==> src/rtl/fft8_pkg.sv <==
// ---------------------------------------------------------------------------
// fft8_pkg
// Shared constants and types for the 8-point FFT core and its consumers.
//   - Complex word layout: [31:16] imaginary, [15:0] real, both signed Q8.8.
//   - Q8.8 twiddle constants used by the core's butterflies.
//   - Streamer FSM state encoding.
// ---------------------------------------------------------------------------
package fft8_pkg;

    localparam int DATA_W = 32;
    localparam int HALF_W = DATA_W / 2;
    localparam int N_BINS = 8;
    localparam int IDX_W  = $clog2(N_BINS);
    localparam int MAG_W  = HALF_W + 1;

    // Field positions of the real and imaginary halves
    localparam int RE_LSB = 0;
    localparam int IM_LSB = HALF_W;

    localparam logic [IDX_W-1:0] LAST_IDX = IDX_W'(N_BINS - 1);

    // Q8.8 twiddles: 1.0 and +/- sqrt(2)/2 (181/256)
    localparam logic signed [HALF_W-1:0] TW_ONE    = 16'sh0100;
    localparam logic signed [HALF_W-1:0] TW_R2     = 16'sh00B5;
    localparam logic signed [HALF_W-1:0] TW_NEG_R2 = 16'shFF4B;

    typedef enum logic {
        IDLE,
        STREAM
    } state_t;

    function automatic logic signed [HALF_W-1:0] re_of(input logic [DATA_W-1:0] z);
        return z[RE_LSB +: HALF_W];
    endfunction

    function automatic logic signed [HALF_W-1:0] im_of(input logic [DATA_W-1:0] z);
        return z[IM_LSB +: HALF_W];
    endfunction

endpackage

==> src/rtl/fft8_result_streamer_if.sv <==
// ---------------------------------------------------------------------------
// fft8_result_streamer_if
// Valid/ready bin stream produced by fft8_result_streamer.
//   out_valid  beat valid                (master -> slave)
//   out_ready  beat accepted             (slave  -> master)
//   out_data   complex bin, DATA_W       (master -> slave)
//   out_idx    bin index, IDX_W          (master -> slave)
//   out_last   final bin of the frame    (master -> slave)
//   out_magsq  re^2+im^2 of out_data, present only with FFT8_STREAM_MAGSQ_EN
// ---------------------------------------------------------------------------
interface fft8_result_streamer_if;
    import fft8_pkg::*;

    logic              out_valid;
    logic              out_ready;
    logic [DATA_W-1:0] out_data;
    logic [IDX_W-1:0]  out_idx;
    logic              out_last;
`ifdef FFT8_STREAM_MAGSQ_EN
    logic [31:0]       out_magsq;
`endif

    modport master (
`ifdef FFT8_STREAM_MAGSQ_EN
        output out_magsq,
`endif
        output out_valid, out_data, out_idx, out_last,
        input  out_ready
    );

    modport slave (
`ifdef FFT8_STREAM_MAGSQ_EN
        input  out_magsq,
`endif
        input  out_valid, out_data, out_idx, out_last,
        output out_ready
    );

endinterface

==> src/rtl/fft8_result_streamer_cplx_l1_mag.sv <==
// ---------------------------------------------------------------------------
// cplx_l1_mag
// Combinational L1 magnitude |re| + |im| of one complex word.
//   z    in   DATA_W   complex word ({im, re}, signed halves)
//   mag  out  MAG_W    unsigned magnitude; one extra bit so |-32768| and the
//                      sum of two full-scale halves never saturate
// ---------------------------------------------------------------------------
module cplx_l1_mag
    import fft8_pkg::*;
(
    input  logic [DATA_W-1:0] z,
    output logic [MAG_W-1:0]  mag
);

    // Sign-extend before negating so the most negative value maps to +32768
    function automatic logic [MAG_W-1:0] abs_ext(input logic signed [HALF_W-1:0] v);
        logic signed [MAG_W-1:0] w;
        w = MAG_W'(v);
        return w[MAG_W-1] ? MAG_W'(-w) : MAG_W'(w);
    endfunction

    // Max sum is 0x8000 + 0x8000 = 0x10000, which fits in MAG_W bits
    assign mag = abs_ext(re_of(z)) + abs_ext(im_of(z));

endmodule

==> src/rtl/fft8_result_streamer.sv <==
// ---------------------------------------------------------------------------
// fft8_result_streamer
// Captures the eight FFT bins on a rising edge of done_in and streams them
// out in order 0..7, one per accepted beat, tracking the peak L1-magnitude bin
// and counting completed frames.
//
// Ports:
//   clk         in   clock
//   reset_n     in   synchronous, active-low reset
//   done_in     in   FFT completion level; rising edge requests capture
//   bins_in     in   N_BINS*DATA_W flattened bins, bin k at [k*DATA_W +: DATA_W]
//   stream      if   fft8_result_streamer_if.master (valid/ready bin stream)
//   busy        out  high while streaming
//   overrun     out  sticky; a capture request was dropped mid-stream
//   peak_valid  out  one-cycle pulse after the last beat transfers
//   peak_idx    out  index of the largest-magnitude bin of the last frame
//   peak_mag    out  L1 magnitude of that bin
//   frame_cnt   out  completed frames, wraps
//
// Optional build macro FFT8_STREAM_MAGSQ_EN adds stream.out_magsq, the squared
// magnitude of out_data. Peak selection always uses the L1 magnitude.
// ---------------------------------------------------------------------------
module fft8_result_streamer
    import fft8_pkg::*;
#(
    parameter int FRAME_CNT_W = 16
) (
    input  logic                      clk,
    input  logic                      reset_n,
    input  logic                      done_in,
    input  logic [N_BINS*DATA_W-1:0]  bins_in,
    fft8_result_streamer_if.master    stream,
    output logic                      busy,
    output logic                      overrun,
    output logic                      peak_valid,
    output logic [IDX_W-1:0]          peak_idx,
    output logic [MAG_W-1:0]          peak_mag,
    output logic [FRAME_CNT_W-1:0]    frame_cnt
);

    state_t            state;
    logic              done_q;
    logic [IDX_W-1:0]  idx;
    logic [DATA_W-1:0] bin_q [N_BINS];
    logic [IDX_W-1:0]  run_idx;
    logic [MAG_W-1:0]  run_mag;

    logic [DATA_W-1:0] cur_bin;
    logic [MAG_W-1:0]  beat_mag;
    logic              cap_edge;
    logic              xfer;
    logic              last_xfer;
    logic              capture;
    logic              take;
    logic [IDX_W-1:0]  fin_idx;
    logic [MAG_W-1:0]  fin_mag;

    assign cap_edge  = done_in && !done_q;
    assign busy      = (state == STREAM);
    assign xfer      = busy && stream.out_ready;
    assign last_xfer = xfer && (idx == LAST_IDX);
    // A capture is honoured in IDLE or exactly on the last-beat transfer
    assign capture   = cap_edge && ((state == IDLE) || last_xfer);

    assign cur_bin = bin_q[idx];

    cplx_l1_mag u_mag (
        .z   (cur_bin),
        .mag (beat_mag)
    );

    // Bin 0 always seeds the running peak; strict '>' keeps the lower index on ties
    assign take    = (idx == '0) || (beat_mag > run_mag);
    assign fin_idx = take ? idx      : run_idx;
    assign fin_mag = take ? beat_mag : run_mag;

    // Stale bin contents are masked while idle, so the bin file needs no reset
    assign stream.out_valid = busy;
    assign stream.out_data  = busy ? cur_bin : '0;
    assign stream.out_idx   = idx;
    assign stream.out_last  = busy && (idx == LAST_IDX);

`ifdef FFT8_STREAM_MAGSQ_EN
    logic signed [DATA_W-1:0] re_x;
    logic signed [DATA_W-1:0] im_x;
    logic signed [DATA_W-1:0] re_sq;
    logic signed [DATA_W-1:0] im_sq;

    // Each square is at most 2^30, so the unsigned sum fits in 32 bits
    assign re_x  = DATA_W'(re_of(stream.out_data));
    assign im_x  = DATA_W'(im_of(stream.out_data));
    assign re_sq = re_x * re_x;
    assign im_sq = im_x * im_x;
    assign stream.out_magsq = $unsigned(re_sq) + $unsigned(im_sq);
`endif

    // Bin register file: loaded only on an accepted capture
    always_ff @(posedge clk) begin
        if (capture) begin
            for (int k = 0; k < N_BINS; k++) begin
                bin_q[k] <= bins_in[k*DATA_W +: DATA_W];
            end
        end
    end

    // Control FSM and result registers
    always_ff @(posedge clk) begin
        if (!reset_n) begin
            state      <= IDLE;
            done_q     <= 1'b0;
            idx        <= '0;
            run_idx    <= '0;
            run_mag    <= '0;
            overrun    <= 1'b0;
            peak_valid <= 1'b0;
            peak_idx   <= '0;
            peak_mag   <= '0;
            frame_cnt  <= '0;
        end else begin
            done_q     <= done_in;
            peak_valid <= 1'b0;

            if (cap_edge && busy && !last_xfer) begin
                overrun <= 1'b1;
            end

            case (state)
                IDLE: begin
                    if (capture) begin
                        state   <= STREAM;
                        idx     <= '0;
                        run_idx <= '0;
                        run_mag <= '0;
                    end
                end
                STREAM: begin
                    if (xfer) begin
                        run_idx <= fin_idx;
                        run_mag <= fin_mag;
                        if (idx == LAST_IDX) begin
                            peak_valid <= 1'b1;
                            peak_idx   <= fin_idx;
                            peak_mag   <= fin_mag;
                            frame_cnt  <= frame_cnt + 1'b1;
                            idx        <= '0;
                            run_idx    <= '0;
                            run_mag    <= '0;
                            // Back-to-back frame keeps streaming from bin 0
                            state      <= capture ? STREAM : IDLE;
                        end else begin
                            idx <= idx + 1'b1;
                        end
                    end
                end
                default: state <= IDLE;
            endcase
        end
    end

endmodule

==> src/flat_wrapper.sv <==
// flat-port wrapper written by rule: the top's interface ports become plain ports
module fft8_result_streamer_flat import fft8_pkg::*;
#(
    parameter int FRAME_CNT_W = 16
)
  (clk, reset_n, done_in, bins_in, busy, overrun, peak_valid, peak_idx, peak_mag, frame_cnt, stream_out_valid, stream_out_data, stream_out_idx, stream_out_last, stream_out_ready);
  fft8_result_streamer_if stream_i ();
  input  logic clk;
  input  logic reset_n;
  input  logic done_in;
  input  logic [N_BINS*DATA_W-1:0] bins_in;
  output logic busy;
  output logic overrun;
  output logic peak_valid;
  output logic [IDX_W-1:0] peak_idx;
  output logic [MAG_W-1:0] peak_mag;
  output logic [FRAME_CNT_W-1:0] frame_cnt;
  output wire logic [$bits(stream_i.out_valid)-1:0] stream_out_valid;
  output wire logic [$bits(stream_i.out_data)-1:0] stream_out_data;
  output wire logic [$bits(stream_i.out_idx)-1:0] stream_out_idx;
  output wire logic [$bits(stream_i.out_last)-1:0] stream_out_last;
  input wire logic [$bits(stream_i.out_ready)-1:0] stream_out_ready;
  assign stream_out_valid = stream_i.out_valid;
  assign stream_out_data = stream_i.out_data;
  assign stream_out_idx = stream_i.out_idx;
  assign stream_out_last = stream_i.out_last;
  assign stream_i.out_ready = stream_out_ready;
  fft8_result_streamer #(.FRAME_CNT_W(FRAME_CNT_W)) u_core (.clk(clk), .reset_n(reset_n), .done_in(done_in), .bins_in(bins_in), .stream(stream_i), .busy(busy), .overrun(overrun), .peak_valid(peak_valid), .peak_idx(peak_idx), .peak_mag(peak_mag), .frame_cnt(frame_cnt));
endmodule
==> config.mk <==
export PLATFORM = sky130hd
export DESIGN_NAME = fft8_result_streamer_flat
export DESIGN_NICKNAME = d
export VERILOG_FILES = /design/src/rtl/fft8_pkg.sv /design/src/rtl/fft8_result_streamer_if.sv /design/src/rtl/fft8_result_streamer_cplx_l1_mag.sv /design/src/rtl/fft8_result_streamer.sv /design/src/flat_wrapper.sv
export SDC_FILE = /design/constraint.sdc
export NUM_CORES = 1
export LEC_CHECK = 0
export CAP_MARGIN = 25
export CORE_MARGIN = 4
export CORE_UTILIZATION = 50
export CTS_BUF_LIST = sky130_fd_sc_hd__clkbuf_16
export DETAILED_ROUTE_END_ITERATION = 16
export PLACE_DENSITY = 0.8
export SLEW_MARGIN = 0
export SYNTH_ARGS = -nofsm -noshare
export SYNTH_HDL_FRONTEND = slang
export SYNTH_SLANG_ARGS = --single-unit
==> constraint.sdc <==
create_clock -name clk -period 22.3 [get_ports clk]
set_input_delay 4.46 -clock clk [delete_from_list [all_inputs] [get_ports clk]]
set_output_delay 4.46 -clock clk [all_outputs]
set_load 0.02 [all_outputs]
==> results.md, run 1 <==
* Status: finished, final reports clean
* Peak per-stage delay on the critical path at 0.79 ns
* Grt peak-use layer: met2
* Slew Limit Fails at 0
* Sequential cell fraction of total power at between 40% and 50%
* CORE AREA at 28900 um^2
* Synthesized area per cell at about 14 um^2
* Vias in the first global route at between 10000 and 15000
* Setup TNS after final layout at 0 ns
* Worst reg-to-reg setup slack at 14.14 ns
* Crit Path Max Fanout at between 60 and 70
* Worst Hold Margin at 0.475 ns
* Hold WC Path Type: register to register
* Routing usage on met2 at between 40 and 50%
* Yosys warns at 0
* Commonest non-fill, non-tap cell in the layout: clkdlybuf4s50_1
* Die height at ~180 um
* DRC violations left at 0
* CTS tree: yes
* Critical Path Source Type: register
* Async set-reset flop share out of synthesis at 0%
* Fin. Hold Viols at 0
* Final period util at 37.4%
* Hpwl dp at 29500 um
* First-pass GRT wire length at around 60000 um
* I/O pin cnt at ~340
* Sw Pwr at 406 uW
* Net Sw Frac at a little over a quarter
* Clock Latency Late Sink at roughly 0.51 ns
* Die Wd at 180 um
* Site Rows at 62
* Routed WL at about 40000 um
* Most frequent cells in the layout: clkdlybuf4s50_1, edfxtp_1, nor2_1
* Worst path slowest cell: buf_4
* Via count at 10500
* Minimum clock period at ~8.3 ns
* CP top delay family: buffers and inverters
* Placed cells at ~1700
* M1 GR Usage at between 20 and 30%
* Slew margin rel. at about 24%
* Worst flop-to-flop path endpoint: u_core.run_mag[6]
* Worst IR Drop VDD at roughly 0.07 mV
* Clk pin slew, worst setup/hold paths at around 0.06 ns
* Worst Setup Path Type: register to output port
* CTS Hold Bufs at 0
* Worst Path Buf+Inv at 2
* Int Pwr at about 1.1 mW
* CP Capture Point: stream_out_data[24]
* Gates resized, CTS repair at 0
* Yosys cell types at 63
* Gate power share at about a fifth
* Drt via density at 5.80
* Met3 usage at ~5.1%
* Number of setup violations in the final report at 0
* Main synth FF type: edfxtp_1
* Gr ovfl total at 0
* Crit path cell chain: buf_4 -> mux4_2 -> mux2i_1 -> nor2b_1 -> clkdlybuf4s50_1
* CP Data Arrival Time at approximately 4 ns
* Die area at about 32000 um^2
* Finished Layout Cells at 1815
* WP data required at ~18 ns
* Final ANT Viol Nets at 0
* CTS H-tree lvls at 2
* Number of CTS-inserted buffers at 35
* First-pass DRT Iterations at 5
* Initial DRC Count at between 600 and 700
* Fin Clk Skew at 0.0185 ns
* Synthesized cell area at between 10000 and 15000 um^2
* LEAKAGE at roughly 6.9 nW
* FF-to-FF path depth at 21
* Power density cells at slightly below 80 nW/um^2
* Area Overhead vs Synth at 32.9%
* Routed len/inst at roughly 22 um
* Critical path endpoint category: output port
* Initial antenna violation count at 3
* Clock sinks at between 300 and 400
* Worst-case clock buffer depth at 3
* Clock power share at between 30% and 40%
* Synth Instances at about 1100
* Synth Register Bits at around 320
* Worst Tran Pin Value at between 1 and 1.5 ns
* RSZ-0062 raised after global routing: no
* Final Power at around 1.6 mW
* Synth Net Count at 1371
* Nets at roughly 1700
* Initial core utilization at 51.2%
* Port buffer count at about 340
* GP Congestion at just over 0.9
* Share of cells above drive strength 1 at about a tenth
* Largest net degree at the start of global routing at 77
* Register area share after synthesis at between 60% and 70%
* # Max-Cap Violations at 0
* Max Fclk at roughly 0.12 GHz
* Layout fillers at 2037
* EDFF count, synth at roughly 260
* Postcts setup bufs at 0
* GRT Total Usage at 24.1%
* CP Depth at 5
* Root buf cell: clkbuf_16
## how the worst min path moves through the flow
stage                     slack [ns]                end  cells after the start         startpoint
after global placement          0.45  u_core.run_idx[1]                      2  u_core.run_idx[1]
final                           0.48  u_core.run_idx[0]                      2  u_core.run_idx[0]
after CTS                       0.48  u_core.run_idx[1]                      2  u_core.run_idx[1]
after floorplan                 0.44  u_core.run_idx[0]                      2  u_core.run_idx[0]
after global routing            0.50  u_core.run_idx[0]                      2  u_core.run_idx[0]
after detailed placement        0.46  u_core.run_idx[0]                      2  u_core.run_idx[0]
## tightest hold or removal path: cells and delay by family (launching register included)
kind | cells | cell delay (ns)
AND/OR/NAND/NOR | 1 | 0.06
AO/OA/AOI/OAI | 1 | 0.06
flip-flops | 1 | 0.31
## per-stage QoR
step                      area, um^2  setup WS (ns)  util [%]
final                          19700          13.95      68.0
after global routing           19700          13.62      68.0
after floorplan                14800           4.20         -
after global placement         18500          13.34      64.0
after CTS                      19600          13.70      67.8
after detailed placement       18500          13.19      64.1
## kinds of logic after synthesis
logic type	share of synthesized area, %
XOR/XNOR	2.96
buffers and inverters	2.62
flip-flops	60.8
AO/OA/AOI/OAI	8.74
AND/OR/NAND/NOR	9.21
adder cells (fa/ha/maj)	3.43
multiplexers	12.2
## cells in the mapped netlist (all sizes together) (21+ instances only)
cell type	number	area, um^2
nand3	21	105
dfxtp	66	1320
xnor2	28	245
nor2b	37	231
mux4	64	1450
mux2i	32	320
ha	39	488
nor3	31	155
o32ai	22	193
xor2	22	193
edfxtp	256	7690
nand2	56	213
nor2	70	263
a21oi	36	180
o21ai	39	195
buf	25	121
clkbuf	28	105
inv	43	161
## layer usage
metal  vias to the layer above  share of wire [%]
met5                         -                  0
met4                         0                3.6
met3                        84                7.4
met2                       469                 51
met1                      5143                 38
li1                       4827                  -
## flip-flops by register name, indices dropped and copies added, names as in the netlist, 3 cells and up, named ones only
name / count
u_core.bin_q: 256
u_core.peak_mag: 17
u_core.run_mag: 17
u_core.frame_cnt: 16
u_core.peak_idx: 3
u_core.run_idx: 3
u_core.stream.out_idx: 3
## power by group through the flow
stage                     clock network (mW)  registers, mW  logic (mW)
after floorplan                            0          0.719       0.186
after global placement                     0          0.706       0.297
after detailed placement                   0          0.709       0.302
after CTS                              0.552          0.696       0.305
after global routing                   0.577          0.699       0.342
final                                  0.543          0.696       0.311
## layout make-up
| type | count | area [um^2] | share of cell area [%] |
|---|---|---|---|
| clock buffers | 37 | 926 | 4.70 |
| well taps | 384 | 480 | 2.44 |
| inverters | 43 | 161 | 0.820 |
| clock inverters | 23 | 150 | 0.763 |
| multi-input cells | 653 | 5440 | 27.6 |
| repair buffers | 350 | 3510 | 17.8 |
| diodes | 3 | 7.51 | 0.0381 |
| flip-flops and latches | 322 | 9020 | 45.8 |
Power figures use the tool's default switching activity.
==> run 2: changes to the inputs <==
Clock period 22.3 ns to 8.5 ns, I/O delays scaled along.
==> run 2 against run 1 <==
Against the previous run:
- clock power rose to 2.6 times the previous value
- global-route usage is 0.39 points lower
- total power grew to 2.6 times the previous value
- first-iteration DRC count grew 17%
- largest power group unchanged
==> results.md, run 2 (same netlist as run 1, synthesis figures left out) <==
* WP data required at just under 9 ns
* CTS Hold Bufs at 0
* Worst Path Buf+Inv at 2
* Port buffer count at 335
* Final worst slack at 1.11 ns
* Final period util at between 80% and 90%
* Setup TNS after final layout at 0 ns
* Die Wd at between 150 and 200 um
* First-pass GRT wire length at between 60000 and 70000 um
* Peak per-stage delay on the critical path at between 0.9 and 1 ns
* Die area at about 32000 um^2
* Critical Path Source Type: register
* Area Overhead vs Synth at 33.0%
* Site Rows at 62
* Gr ovfl total at 0
* Fin Clk Skew at ~0.017 ns
* GP Congestion at between 0.9 and 1
* Worst reg-to-reg setup slack at roughly 1.1 ns
* Most flops, register: u_core.bin_q
* Routed len/inst at about 22 um
* Crit path cell chain: mux4_1 -> nand2_1 -> nand2_2 -> or4b_4 -> or4_4 -> o41ai_2 -> xnor2_1 -> ha_1 -> o211ai_1 -> nand2_1 -> a31oi_1 -> o21ai_0 -> xnor2_1 -> inv_1 -> ha_1 -> a21o_1 -> nor2_1 -> o21ai_0 -> a2111oi_0 -> o21a_1 -> buf_4 -> mux2i_1 -> a21oi_1
* Drt via density at 5.76
* Largest net degree at the start of global routing at around 130
* Slew margin rel. at between 30% and 40%
* Routed WL at roughly 40000 um
* Number of setup violations in the final report at 0
* Clock sinks at 322
* Hold WC Path Type: register to register
* Critical path endpoint category: register
* LEAKAGE at about 6.9 nW
* DRC violations left at 0
* Fin. Hold Viols at 0
* Max Fclk at 0.135 GHz
* CP top delay family: compound AO/OA/AOI/OAI gates
* Nets at roughly 1700
* Final ANT Viol Nets at 0
* CTS tree: yes
* Hpwl dp at approximately 30000 um
* Minimum clock period at roughly 7.4 ns
* Power density cells at 206 nW/um^2
* Root buf cell: clkbuf_16
* Gates resized, CTS repair at 0
* First-pass DRT Iterations at 5
* Top Registers: u_core.bin_q: 256 flops, u_core.peak_mag: 17 flops, u_core.run_mag: 17 flops
* CTS H-tree lvls at 2
* Worst Tran Pin Value at roughly 1.0 ns
* Worst Hold Margin at between 0.4 and 0.5 ns
* RSZ-0062 raised after global routing: no
* Initial core utilization at between 50% and 60%
* I/O pin cnt at 336
* Pre-CTS setup slack at ~1.0 ns
* N_diodes at 0
* Postcts setup bufs at 0
* Status: finished, final reports clean
* Commonest non-fill, non-tap cell in the layout: clkdlybuf4s50_1
* Slew Limit Fails at 0
* Worst Setup Path Type: register to register
* Crit Path Max Fanout at 62
* Clk pin slew, worst setup/hold paths at ~0.060 ns
* CP Data Arrival Time at a little under 8 ns
* Initial DRC Count at about 800
* Worst IR Drop VDD at between 0.15 and 0.2 mV
* Via count at between 10000 and 15000
* GRT Total Usage at between 20% and 30%
* Worst path slowest cell: dfxtp_4
* Share of cells above drive strength 1 at slightly below 10%
* Die height at 180 um
* # Max-Cap Violations at 0
* HP Start: u_core.run_idx[0]
* Vias in the first global route at between 10000 and 15000
* Initial antenna violation count at 0
* Final Power at between 4 and 5 mW
* Number of CTS-inserted buffers at 34
* CORE AREA at slightly below 30000 um^2
* Clock Latency Late Sink at roughly 0.51 ns
* Max reg flops at between 200 and 300
* Worst-case clock buffer depth at 3
* Most frequent cells in the layout: clkdlybuf4s50_1, edfxtp_1, nor2_1
==> run 2: cell types whose count changed in the layout (fill, tap and decap cells not counted), sizes merged <==
cell | before | now
diode | 3 | 0
clkbuf | 38 | 36
clkinv | 10 | 12
buf | 14 | 17
bufinv | 2 | 3
==> run 2: layout make-up <==
class | instances | area [um^2]
fill | 1985 | 9230
sequential | 322 | 9020
multi-input combinational | 653 | 5440
timing repair buffer | 353 | 3550
clock buffer | 35 | 876
tap | 384 | 480
clock inverter | 26 | 186
inverter | 43 | 161
==> run 2: path summary, 6_finish.rpt <==
path | endpoint | cells after the start
setup / recovery | u_core.peak_mag[0] | 23
hold / removal | u_core.run_idx[0] | 2
setup reg to reg | u_core.peak_mag[0] | 23
hold reg to reg | u_core.run_idx[0] | 2
==> run 2: where the power goes <==
group | switching (mW) | internal, mW | leakage, nW
clock network | 0.585 | 0.834 | 0.547
registers | 0.0411 | 1.79 | 2.95
logic | 0.443 | 0.367 | 3.37
total | 1.07 | 3.00 | 6.87
==> run 2: per-stage QoR <==
stage	cell area [um^2]	utilization, %	instances
after detailed placement	18600	64.2	1751
after global placement	18600	64.2	1751
final	19700	68.1	1816
after floorplan	14800	-	1071
after global routing	19700	68.1	1816
after CTS	19600	67.8	1812
==> run 2: worst reg2reg max path, delay by kind of cell, from the launching register on <==
family                     cells  cell delay [ns]
xor gates and xnor gates       2             0.44
adders and majority gates      2             0.48
muxes                          2             0.96
AOI/OAI and AO/OA              9             2.55
DFF                            1             0.96
and+or+nand+nor                6             1.48
buffers and inverters          2             0.40
==> run 2: metal layers <==
metal,share of wire [%],vias up,GRT usage (%)
li1,-,4841,-
met1,38,5079,29.2
met2,51,447,41.9
met3,7.7,86,5.33
met4,3.5,0,7.74
met5,0,-,0
==> run 3: changes to the inputs <==
Settings changed: ABC_AREA set to 1, PLACE_DENSITY 0.8 to 0.79, TNS_END_PERCENT set to 20.
==> run 3 against run 2 <==
Against the previous run:
- sequential power is essentially flat
- sequential share of layout area fell by 1.2 points
- critical path depth increased by 10
- clock skew is 0.0023 ns higher
- non-clock buffer count is 6 lower
- die area grew 4.9%
- global-route usage is 1.5 points higher
- largest cell class unchanged
- via count rose by 24%
- setup slack improved by 0.29 ns
- first-iteration DRC count up 37%
- flip-flop and latch count unchanged
==> results.md, run 3 <==
* Status: finished, final reports clean
* Main synth FF type: edfxtp_1
* Final worst slack at around 1.4 ns
* GP Congestion at approximately 0.88
* CORE AREA at between 30000 and 40000 um^2
* Initial DRC Count at 1091
* Largest net degree at the start of global routing at around 190
* Clock Latency Late Sink at around 0.52 ns
* Area leader, netlist: edfxtp_1
* Async set-reset flop share out of synthesis at 0%
* Drt via density at 5.25
* Final Power at about 4.2 mW
* CTS Hold Bufs at 0
* Number of CTS-inserted buffers at 35
* Top Registers: u_core.bin_q: 256 flops, u_core.peak_mag: 17 flops, u_core.run_mag: 17 flops
* Worst Setup Path Type: register to register
* Most used cell, CP: nand2_1
* Hold Crit Depth at 2
* Pre-CTS setup slack at 1.60 ns
* Endpoint, Worst Hold: u_core.run_mag[15]
* Synth Net Count at just over 2000
* # Max-Cap Violations at 0
* Die height at between 150 and 200 um
* Hold WC Path Type: register to register
* Final period util at a little over four fifths
* First-pass GRT wire length at 67300 um
* Routed WL at 44200 um
* Worst reg-to-reg setup slack at 1.40 ns
* Hpwl dp at about 32000 um
* Gates resized, CTS repair at 0
* Slew Limit Fails at 0
* Worst Hold Margin at about 0.47 ns
* Yosys cell types at 36
* WP data required at between 8 and 9 ns
* Fin. Hold Viols at 0
* GRT Total Usage at between 20% and 30%
* Commonest non-fill, non-tap cell in the layout: nand2_1
* Initial core utilization at roughly half
* DRC violations left at 0
* Minimum clock period at just over 7 ns
* Max Fclk at between 0.1 and 0.15 GHz
* Die area at roughly 34000 um^2
* Crit Path Max Fanout at 70
* Finished Cell Area at just over 20000 um^2
* HP Start: u_core.run_mag[15]
* Slew margin rel. at approximately a quarter
* Synth Register Bits at approximately 320
* Post-synth top area share at between 40% and 50%
* Synthesized area per cell at ~9.0 um^2
* Layout fillers at roughly 2400
* Power density cells at 209 nW/um^2
* Setup TNS after final layout at 0 ns
* RSZ-0062 raised after global routing: no
* Number of setup violations in the final report at 0
* I/O pin cnt at 336
* Register area share after synthesis at around 58%
* Share of cells above drive strength 1 at between 4 and 5%
* Root buf cell: clkbuf_16
* Worst IR Drop VDD at approximately 0.13 mV
* Worst Tran Pin Value at roughly 1.1 ns
* Area Overhead vs Synth at 30.0%
* Synthesized cell area at roughly 16000 um^2
* Worst flop-to-flop path endpoint: u_core.peak_mag[2]
* Critical path endpoint category: register
* Finished Layout Cells at 2466
* FF-to-FF path depth at 33
* Most frequent cells in the layout: nand2_1, clkdlybuf4s50_1, edfxtp_1
* Placed cells at about 2400
* Vias in the first global route at roughly 13000
* Gr ovfl total at 0
* Top-count cell post-synth: nand2_1
* Peak per-stage delay on the critical path at around 0.8 ns
* Largest cells by area after synthesis: edfxtp_1, nand2_1, dfxtp_1
* Routed len/inst at about 18 um
* Site Rows at 64
* Post-synth top cells: nand2_1, edfxtp_1, nor2_1, inv_1, nand3_1
* Synth Instances at 1732
* Critical Path Source Type: register
* Yosys warns at 0
* CTS H-tree lvls at 2
* CTS tree: yes
* Postcts setup bufs at 0
* Post-layout util at ~66%
* Port buffer count at about 340
* Most flops, register: u_core.bin_q
* Max reg flops at ~260
* CP Data Arrival Time at 7.51 ns
* Fin Clk Skew at roughly 0.019 ns
* Post-Place Cell Area at approximately 19000 um^2
* Via count at ~13000
* EDFF count, synth at approximately 260
* Final ANT Viol Nets at 0
* Clk pin slew, worst setup/hold paths at approximately 0.060 ns
* Die Wd at 185 um
* LEAKAGE at ~8.4 nW
* Nets at ~2300
* Worst path slowest cell: dfxtp_4
* First-pass DRT Iterations at 5
* Worst-case clock buffer depth at 3
* Initial antenna violation count at 5
* Clock sinks at 322
[run 3: cell types whose count changed after synthesis, sizes merged, moves of 27 or more]
cell   change
a21oi     +27
buf       +27
inv      +150
mux2i     -31
mux4      -64
nand2    +414
nand3    +119
nor2     +162
nor2b     -37
o21ai     +69
[run 3: critical path, delay by kind of cell, from the launching register on]
family / cells / cell delay (ns)
adders and majority gates: 2 / 0.64
DFF: 1 / 0.79
buffers and inverters: 5 / 0.94
and+or+nand+nor: 22 / 3.33
AOI/OAI and AO/OA: 4 / 1.17
[run 3: how the worst max path moves through the flow]
stage	from	to	slack, ns	cells after the start
final	register	u_core.peak_mag[2]	1.40	33
after CTS	register	u_core.peak_mag[7]	1.58	33
after global placement	register	u_core.peak_mag[12]	1.81	33
after floorplan	stream_out_ready	u_core.bin_q[0][0]	-0.04	6
after detailed placement	register	u_core.peak_mag[7]	1.60	33
after global routing	register	u_core.peak_mag[10]	0.67	33
[run 3: routing by layer]
layer	GRT usage, %	part of all wire (%)	vias up
met5	0	0	-
met3	5.05	7.7	77
met1	30.5	38	6026
li1	-	-	6290
met4	9.14	3.5	0
met2	45.0	51	548
[run 3: kinds of logic after synthesis]
| family | Yosys count | share of synthesized area (%) |
|---|---|---|
| xor gates and xnor gates | 24 | 1.35 |
| DFF | 322 | 57.8 |
| and+or+nand+nor | 866 | 22.6 |
| AOI/OAI and AO/OA | 210 | 7.47 |
| adders and majority gates | 40 | 3.26 |
| muxes | 1 | 0.0643 |
| buffers and inverters | 269 | 7.44 |
[run 3: final cells by class]
cell class	count	area [um^2]	share of cell area [%]
inverters	194	736	3.63
diodes	5	12.5	0.0618
clock buffers	35	876	4.33
flip-flops and latches	322	9010	44.5
well taps	396	495	2.45
multi-input cells	1141	5450	26.9
repair buffers	347	3480	17.2
clock inverters	26	178	0.878
[run 3: where the power goes]
part / total (mW) / switching (mW) / internal, mW
sequential: 1.83 / 0.0314 / 1.80
clock: 1.41 / 0.602 / 0.811
combinational: 0.996 / 0.606 / 0.390
total: 4.24 / 1.24 / 3.00
